[src/rtl/clk_meas_pkg.sv]
// Shared definitions for the clock frequency meter.
//   - measurement FSM state encoding
//   - settle length after enable (synchronizer flush)
//   - expected edge counts per 1 ms window for the NTSC and PAL NCO outputs
//   - tolerance helper used by the optional lock detector
package clk_meas_pkg;

  typedef enum logic [1:0] {
    IDLE    = 2'd0,
    SETTLE  = 2'd1,
    MEASURE = 2'd2
  } meas_state_e;

  localparam int SETTLE_CYCLES = 3;

  localparam int NTSC_COUNT_1MS = 21477;
  localparam int PAL_COUNT_1MS  = 26602;

  // |count - expected| <= tol, evaluated in signed int arithmetic.
  function automatic logic in_tolerance(input int count, input int expected, input int tol);
    int diff;
    diff = count - expected;
    if (diff < 0) diff = -diff;
    return (diff <= tol);
  endfunction

endpackage

[src/rtl/sync_edge_detect.sv]
// Two-flop synchronizer for an asynchronous input followed by a third
// register for rising-edge detection.
// Ports:
//   clk      in  reference clock (clk_hi)
//   reset_n  in  synchronous active-low reset, clears all three flops
//   sig_in   in  asynchronous input
//   sig_edge out one-cycle pulse per rising edge of the synchronized input
module sync_edge_detect (
  input  logic clk,
  input  logic reset_n,
  input  logic sig_in,
  output logic sig_edge
);

  logic s1;
  logic s2;
  logic s3;

  always_ff @(posedge clk) begin
    if (!reset_n) begin
      s1 <= 1'b0;
      s2 <= 1'b0;
      s3 <= 1'b0;
    end else begin
      s1 <= sig_in;
      s2 <= s1;
      s3 <= s2;
    end
  end

  assign sig_edge = s2 & ~s3;

endmodule

[src/rtl/clk_freq_meter.sv]
// Counts rising edges of an external square wave over a fixed gate window of
// reference clock cycles and reports the count once per window.
// Optional lock detector enabled by defining LOCK_CHECK_EN; without it
// `locked` is tied low and EXPECTED/TOLERANCE/LOCK_WINDOWS are unused.
// Ports:
//   clk        in  reference clock (clk_hi)
//   reset_n    in  synchronous active-low reset
//   en         in  measurement enable; low aborts the current window
//   sig_in     in  asynchronous square wave to measure
//   freq_count out rising edges in the last completed window
//   freq_valid out one-cycle pulse when freq_count updates
//   freq_ovf   out last completed window saturated the edge counter
//   locked     out frequency within tolerance for LOCK_WINDOWS windows
//
// state   | meaning
// --------+---------------------------------------------------------
// IDLE    | en low, gate and edge counters held at 0
// SETTLE  | SETTLE_CYCLES cycles, edges ignored while sync flushes
// MEASURE | gate counter running, edges counted, report on terminal
module clk_freq_meter
  import clk_meas_pkg::*;
#(
  parameter int GATE_CYCLES  = 97500,
  parameter int COUNT_W      = 16,
  parameter int EXPECTED     = NTSC_COUNT_1MS,
  parameter int TOLERANCE    = 4,
  parameter int LOCK_WINDOWS = 4
) (
  input  logic               clk,
  input  logic               reset_n,
  input  logic               en,
  input  logic               sig_in,
  output logic [COUNT_W-1:0] freq_count,
  output logic               freq_valid,
  output logic               freq_ovf,
  output logic               locked
);

  localparam int GATE_W = $clog2(GATE_CYCLES + 1);
  localparam logic [GATE_W-1:0]  GATE_LOAD   = GATE_W'(GATE_CYCLES - 1);
  localparam logic [1:0]         SETTLE_LOAD = 2'(SETTLE_CYCLES - 1);
  localparam logic [COUNT_W-1:0] COUNT_MAX   = '1;

  localparam logic [1:0] S_IDLE    = IDLE;
  localparam logic [1:0] S_SETTLE  = SETTLE;
  localparam logic [1:0] S_MEASURE = MEASURE;

  logic [1:0]         state;
  logic [1:0]         settle_cnt;
  logic [GATE_W-1:0]  gate_cnt;
  logic [COUNT_W-1:0] edge_cnt;
  logic               ovf_flag;
  logic               sig_edge;
  logic               gate_tc;
  logic               at_max;
  logic [COUNT_W-1:0] closed_count;
  logic               closed_ovf;

  sync_edge_detect u_sync (
    .clk      (clk),
    .reset_n  (reset_n),
    .sig_in   (sig_in),
    .sig_edge (sig_edge)
  );

  // Gate is a down-counter: loaded with GATE_CYCLES-1 on the first window
  // cycle, terminal when it reaches 0.
  assign gate_tc = (state == S_MEASURE) && (gate_cnt == '0);
  assign at_max  = (edge_cnt == COUNT_MAX);

  // An edge on the terminal cycle still belongs to the closing window.
  assign closed_count = (sig_edge && !at_max) ? edge_cnt + COUNT_W'(1) : edge_cnt;
  assign closed_ovf   = ovf_flag | (sig_edge & at_max);

  always_ff @(posedge clk) begin
    if (!reset_n) begin
      state      <= S_IDLE;
      settle_cnt <= '0;
      gate_cnt   <= '0;
      edge_cnt   <= '0;
      ovf_flag   <= 1'b0;
      freq_count <= '0;
      freq_valid <= 1'b0;
      freq_ovf   <= 1'b0;
    end else begin
      freq_valid <= 1'b0;
      if (!en) begin
        state      <= S_IDLE;
        settle_cnt <= '0;
        gate_cnt   <= '0;
        edge_cnt   <= '0;
        ovf_flag   <= 1'b0;
      end else begin
        case (state)
          S_IDLE: begin
            state      <= S_SETTLE;
            settle_cnt <= SETTLE_LOAD;
          end
          S_SETTLE: begin
            if (settle_cnt == '0) begin
              state    <= S_MEASURE;
              gate_cnt <= GATE_LOAD;
            end else begin
              settle_cnt <= settle_cnt - 2'd1;
            end
          end
          S_MEASURE: begin
            if (gate_tc) begin
              gate_cnt   <= GATE_LOAD;
              freq_count <= closed_count;
              freq_ovf   <= closed_ovf;
              freq_valid <= 1'b1;
              edge_cnt   <= '0;
              ovf_flag   <= 1'b0;
            end else begin
              gate_cnt <= gate_cnt - GATE_W'(1);
              if (sig_edge) begin
                // Overflow means an edge was lost, not merely reaching max.
                if (at_max) ovf_flag <= 1'b1;
                else        edge_cnt <= edge_cnt + COUNT_W'(1);
              end
            end
          end
          default: state <= S_IDLE;
        endcase
      end
    end
  end

`ifdef LOCK_CHECK_EN
  localparam int LW_W = $clog2(LOCK_WINDOWS + 1);
  localparam logic [LW_W-1:0] LW_FULL = LW_W'(LOCK_WINDOWS);

  logic [LW_W-1:0] good_cnt;
  logic            window_good;

  assign window_good = !closed_ovf &&
                       in_tolerance(int'(closed_count), EXPECTED, TOLERANCE);

  // Evaluated on the terminal cycle so locked moves together with freq_valid.
  always_ff @(posedge clk) begin
    if (!reset_n || !en) begin
      good_cnt <= '0;
      locked   <= 1'b0;
    end else if (gate_tc) begin
      if (!window_good) begin
        good_cnt <= '0;
        locked   <= 1'b0;
      end else begin
        if (good_cnt != LW_FULL) good_cnt <= good_cnt + LW_W'(1);
        locked <= (good_cnt >= LW_FULL - LW_W'(1));
      end
    end
  end
`else
  logic unused_lock_cfg;
  assign unused_lock_cfg = ^{EXPECTED, TOLERANCE, LOCK_WINDOWS};
  assign locked = 1'b0;
`endif

endmodule

[config.mk]
export PLATFORM = sky130hd
export DESIGN_NAME = clk_freq_meter
export DESIGN_NICKNAME = d
export VERILOG_FILES = /design/src/rtl/clk_meas_pkg.sv /design/src/rtl/sync_edge_detect.sv /design/src/rtl/clk_freq_meter.sv
export SDC_FILE = /design/constraint.sdc
export NUM_CORES = 1
export LEC_CHECK = 0
export ABC_AREA = 1
export BUFFER_PORTS_ARGS = -buffer_cell sky130_fd_sc_hd__buf_2
export CAP_MARGIN = 20
export CORE_MARGIN = 5
export CORE_UTILIZATION = 25
export CTS_CLUSTER_SIZE = 20
export DETAILED_ROUTE_END_ITERATION = 10
export PLACE_DENSITY = 0.37
export SYNTH_ARGS = -nofsm -noshare
export SYNTH_HDL_FRONTEND = slang
export SYNTH_HIERARCHICAL = 1
export SYNTH_SLANG_ARGS = --single-unit
[constraint.sdc]
create_clock -name clk -period 3.8 [get_ports clk]
set_input_delay 0.19 -clock clk [delete_from_list [all_inputs] [get_ports clk]]
set_output_delay 0.19 -clock clk [all_outputs]
set_load 0.02 [all_outputs]
==> impl_metrics.yaml, run 1 <==
floorplanning:
  start_util_pct: 25.3
  core-area_um2: 12500
  num_rows: 41
  die-area_um2: 15000
  die_x_um: 123
  io_pins: 23
  die_y_um: 123
sta:
  worst_pin_slew_ns: 0.706
  final.period_utilization_pct: 58.3
  fmax_mhz: 451
  rsz0062_at_grt: "false"
  setup_ws_ns: 1.58
  period_needed_ns: 2.22
  max_slew_margin_pct: 52.8
  setup_viol: 0
  fin_skew_ns: 0.00957
  final_hold_viol_count: 0
  maxSlewViolCount: 0
  setup-tns-final_ns: 0
synth:
  async_reset_ff_share_pct: 0
  synth_edf_count: 0
  yosys_warnings: 6
  ys_top_cells_by_area: "dfxtp_1 (37%), nand2_1 (15%), nor2_1 (7.0%), inv_1 (6.6%), nand3_1 (6.6%)"
  synth-seq-area-share_pct: 37.3
  ys_types: 34
  synth_common_cells: "nand2_1 (129), dfxtp_1 (59), nor2_1 (59)"
  syn-num-nets: 489
  synth.largest_area_cell: "dfxtp_1"
  postSynthAreaPerCell_um2: 6.58
  netlist_instances: 481
  ys_ff_latch: 59
  syn_area_um2: 3170
  synth_ff_type: "dfxtp_1"
  synth.most_common_cell: "nand2_1"
  synth_top_area_share_pct: 37.3
clock_tree:
  cts_resized: 0
  root_buffer: "clkbuf_16"
  cts_setup_buffers: 0
  htreeDepth: 3
  postCtsHoldBufs: 0
  cts_max_path_buffers: 2
  numCtsBuffers: 9
  clock_latency_ns: 0.34
  cts.clk_slew.worst_paths_ns: 0.06
  cts_num_sinks: 59
  cts_tree: "done"
cells_and_area:
  nets: 509
  antennaDiodeCount: 0
  instances_no_fill: 678
  drive_gt1_share_pct: 10.7
  synthToLayoutAreaGrowth_pct: 18.5
  fin_util_pct: 30.0
power_and_ir_drop:
  power.leakage_nw: 1.60
  ir_drop_v: 0.000216
  powerDensity_nw_per_um2: 471
grt:
  grt_pass1_wl_um: 15900
  grt_pass1_vias: 3041
  track_usage_pct: 13.8
  antenna_found_initial: 0
  grt_max_degree: 30
  grt.overflow.total: 0
status:
  status: "complete, no violations"
route:
  viasPerCell: 4.52
  first_pass_iters: 4
  drt-initial-drc-count: 142
  wire_per_inst_um: 14.2
  ant_nets: 0
  routed_wl_um: 9630
  num_vias: 3066
  drc: 0
placed_design:
  place_inst: 662
  portBuffers: 21
  dp_hpwl_um: 6940
  place_ws_ns: 1.63
  gp_congestion: 0.814
worst_setup_path:
  path_max_fanout: 18
  critPathArrivalTime_ns: 2.44
  path_class: "reg -> reg"
  endpoint_kind: "register"
  cp.required_ns: 4.03
  cp-start-kind: "register"
min_path:
  min_path_type: "in -> reg"
flow_run:
  drv_cap: 0
## where the power goes
part,internal [mW],switching (mW)
clock,0.656,0.301
combinational,0.0458,0.122
sequential,0.634,0.00996
## metal layers
metal / global-route usage (%) / vias to the layer above / part of all wire [%]
met3: 4.61 / 17 / 4.5
li1: - / 1581 / -
met1: 16.2 / 1407 / 45
met5: 0 / - / 0
met2: 23.8 / 61 / 48
met4: 4.41 / 0 / 1.9
## stage by stage
stage / hold WS (ns) / total power [mW] / instance area, µm²
2_1_floorplan: 0.283 / 0.779 / 3170
3_5_place_dp: 0.381 / 0.825 / 3410
4_1_cts: 0.0241 / 1.79 / 3750
6_report: 0.0344 / 1.77 / 3750
3_3_place_gp: 0.374 / 0.825 / 3410
5_1_grt: 0.0460 / 1.85 / 3750
## sequential cells by signal, indices dropped and copies added (netlist names)
register / count
edge_cnt: 16
freq_ovf: 1
state: 2
ovf_flag: 1
freq_count: 16
u_sync/s1: 1
settle_cnt: 2
u_sync/s2: 1
gate_cnt: 17
freq_valid: 1
u_sync/s3: 1
## placed cells by master, fill, tap and decap left out, types with 3 or more instances in the layout
cell type / n
nand2_2: 3
inv_1: 56
dfxtp_1: 59
a21oi_1: 35
clkbuf_16: 9
nand4_1: 6
buf_2: 21
nor2_1: 59
xor2_1: 6
bufinv_16: 3
o21ai_0: 19
nor2_2: 5
nor2_4: 3
inv_2: 3
o211ai_1: 3
a31oi_1: 4
nand3_1: 42
o21a_1: 5
nand3b_1: 3
nand2_1: 129
nor3_1: 10
ha_1: 4
## cells by family (layout without fill, tap and decap cells)
family | count (synthesis) | count (layout) | synth area share (%)
AO/OA/AOI/OAI | 71 | 71 | 12.6
XOR/XNOR | 8 | 8 | 2.21
adder cells (fa/ha/maj) | 4 | 4 | 1.58
buffers and inverters | 73 | 98 | 9.80
flip-flops | 59 | 59 | 37.3
other | 1 | 1 | 0.118
AND/OR/NAND/NOR | 265 | 265 | 36.4
## area by class of cell
class / instances / area [µm²]
Inverter: 60 / 225
Clock inverter: 5 / 100
Timing Repair Buffer: 22 / 113
Tap cell: 172 / 215
Sequential cell: 59 / 1180
Clock buffer: 11 / 243
Fill cell: 1429 / 8770
Multi-Input combinational cell: 349 / 1670
## worst paths after layout
| check | to | slack (ns) | cells after the start | from |
|---|---|---|---|---|
| setup / recovery | edge_cnt[0] | 1.58 | 8 | edge_cnt[0] |
| setup reg to reg | edge_cnt[0] | 1.58 | 8 | edge_cnt[0] |
| hold / removal | u_sync/s1 | 0.03 | 3 | sig_in |
| hold reg to reg | u_sync/s2 | 0.41 | 2 | u_sync/s1 |
## worst max-delay path, stage by stage (launching register included)
cell	delay (ns)
dfxtp_1	0.44
ha_1	0.22
nand3_1	0.15
inv_2	0.10
nand2_2	0.10
o21ai_4	0.52
nor2_2	0.29
o21ai_0	0.22
nor2_1	0.05
Note: power is estimated with default switching activity, not from simulation.
==> inputs of run 2 (changes only) <==
==> constraint.sdc (replaced) <==
create_clock -name clk -period 2.2 [get_ports clk]
set_input_delay 0.11 -clock clk [delete_from_list [all_inputs] [get_ports clk]]
set_output_delay 0.11 -clock clk [all_outputs]
set_load 0.02 [all_outputs]
==> run 2 against run 1 <==
- clock power rose by 70%
- utilization is 1.1 points higher
- sequential power increased by 72%
- clock skew fell by 0.0024 ns
- worst hold slack improved by 0.13 ns
==> impl_metrics.yaml, run 2 (synthesis gave the netlist of run 1 again) <==
status:
  status: "complete, no violations"
clock_tree:
  cts_tree: "done"
  numCtsBuffers: 9
  cts_num_sinks: 59
  cts.clk_slew.worst_paths_ns: 0.06
  root_buffer: "clkbuf_16"
  cts_max_path_buffers: 2
  clock_latency_ns: 0.34
  htreeDepth: 3
floorplanning:
  die_x_um: 123
  start_util_pct: 25.3
  die_y_um: 123
  io_pins: 23
  die-area_um2: 15000
  core-area_um2: 12500
  num_rows: 41
cells_and_area:
  antennaDiodeCount: 0
  top_register: "gate_cnt"
  reg_top3: "gate_cnt (17), edge_cnt (16), freq_count (16)"
  drive_gt1_share_pct: 13.7
  synthToLayoutAreaGrowth_pct: 22.9
  largest_reg_flops: 17
  fin_util_pct: 31.1
  nets: 527
  final_common_cell: "nand2_1"
  mostFrequentLayoutCells: "nand2_1 (129), nor2_1 (59), dfxtp_1 (59)"
route:
  ant_nets: 0
  wire_per_inst_um: 13.9
  drc: 0
  drt-initial-drc-count: 118
  viasPerCell: 4.44
  first_pass_iters: 4
  routed_wl_um: 9670
  num_vias: 3088
power_and_ir_drop:
  ir_drop_v: 0.000358
  powerDensity_nw_per_um2: 782
  switching_power_uw: 730
  power_mw: 3.04
  power_frac_comb_pct: 9.7
  p_clk_share_pct: 53.7
  seqPwrFrac_pct: 36.6
  p_sw_share_pct: 24.0
  power.leakage_nw: 1.70
  internal_power_mw: 2.31
worst_setup_path:
  r2r_setup_slack_ns: 0.18
  cp.required_ns: 2.42
  path_class: "reg -> reg"
  path_max_fanout: 18
  r2r-start: "edge_cnt[0]"
  critPathArrivalTime_ns: 2.25
  endpoint: "edge_cnt[0]"
  reg2regPathDepth: 8
  endpoint_kind: "register"
  cp-start-kind: "register"
  rr_endpoint: "edge_cnt[0]"
  crit_start: "edge_cnt[0]"
sta:
  fmax_mhz: 494
  max_slew_margin_pct: 62.9
  maxSlewViolCount: 0
  setup-tns-final_ns: 0
  worst_pin_slew_ns: 0.556
  setup_ws_ns: 0.177
  period_needed_ns: 2.02
  final.period_utilization_pct: 92.0
  final_hold_viol_count: 0
  setup_viol: 0
  fin_skew_ns: 0.00713
  rsz0062_at_grt: "false"
grt:
  grt_pass1_wl_um: 15300
  antenna_found_initial: 0
  track_usage_pct: 13.7
  grt_max_degree: 30
  grt.overflow.total: 0
  grt_pass1_vias: 2954
placed_design:
  portBuffers: 21
  place_ws_ns: 0.0953
  gp_congestion: 0.776
  dp_hpwl_um: 7090
flow_run:
  drv_cap: 0
min_path:
  min_path_type: "in -> reg"
==> run 2: cell types whose count changed in the layout (fill, tap and decap cells not counted), sizes merged <==
cell         previous run  this run
clkinvlp                0         1
buf                    22        38
dlygate4sd3             0         1
clkinv                  3         2
clkbuf                 11        12
==> run 2: per-layer routing <==
layer	part of all wire, %	wire length, µm	up-vias	GRT usage (%)
met5	0	0	-	0
met4	2.2	215	0	5.18
met3	3.9	374	13	4.38
met2	50	4860	50	23.7
met1	44	4230	1406	15.6
li1	-	-	1619	-
==> run 2: worst min-delay path by stage <==
stage	start	to	slack, ns	depth (start not counted)
4_1_cts	reset_n	u_sync/s1	0.16	3
2_1_floorplan	reset_n	u_sync/s1	0.20	2
5_1_grt	reset_n	u_sync/s1	0.18	3
6_report	reset_n	u_sync/s1	0.16	3
3_5_place_dp	sig_in	u_sync/s1	0.30	3
3_3_place_gp	sig_in	u_sync/s1	0.29	3
==> run 2: stage by stage <==
stage / area [µm²] / hold slack [ns] / cells
2_1_floorplan: 3170 / 0.203 / 481
3_3_place_gp: 3510 / 0.292 / 675
3_5_place_dp: 3510 / 0.298 / 675
4_1_cts: 3860 / 0.160 / 692
5_1_grt: 3890 / 0.176 / 696
6_report: 3890 / 0.163 / 696
==> run 2: power groups by stage <==
stage	registers (mW)	clock network (mW)	logic (mW)
final	1.11	1.63	0.296
after detailed placement	1.13	0	0.292
after global routing	1.11	1.72	0.332
after floorplan	1.13	0	0.211
after CTS	1.11	1.68	0.295
after global placement	1.13	0	0.292
==> run 2: area by class of cell <==
| type | count | area [µm²] |
|---|---|---|
| multi-input cells | 349 | 1670 |
| clock buffers | 11 | 243 |
| fillers | 1427 | 8630 |
| repair buffers | 40 | 248 |
| inverters | 60 | 229 |
| well taps | 172 | 215 |
| flip-flops and latches | 59 | 1180 |
| clock inverters | 5 | 100 |
==> run 2: repair_timing <==
action / 4_1_cts / 5_1_grt
buffers inserted: 0 / 4
endpoints found under the setup margin: 0 / 6
gates resized for setup: 0 / 1
hold buffers: 1 / 0
hold endpoints to repair: 1 / 0
==> run 2: critical path: stages, from the launching register on <==
cell and delay, ns:
dfxtp_1 0.43, ha_1 0.22, nand3_1 0.15, inv_2 0.10
nand2_2 0.10, o21ai_4 0.42, nor2_2 0.24, o21ai_0 0.20
nor2_1 0.06
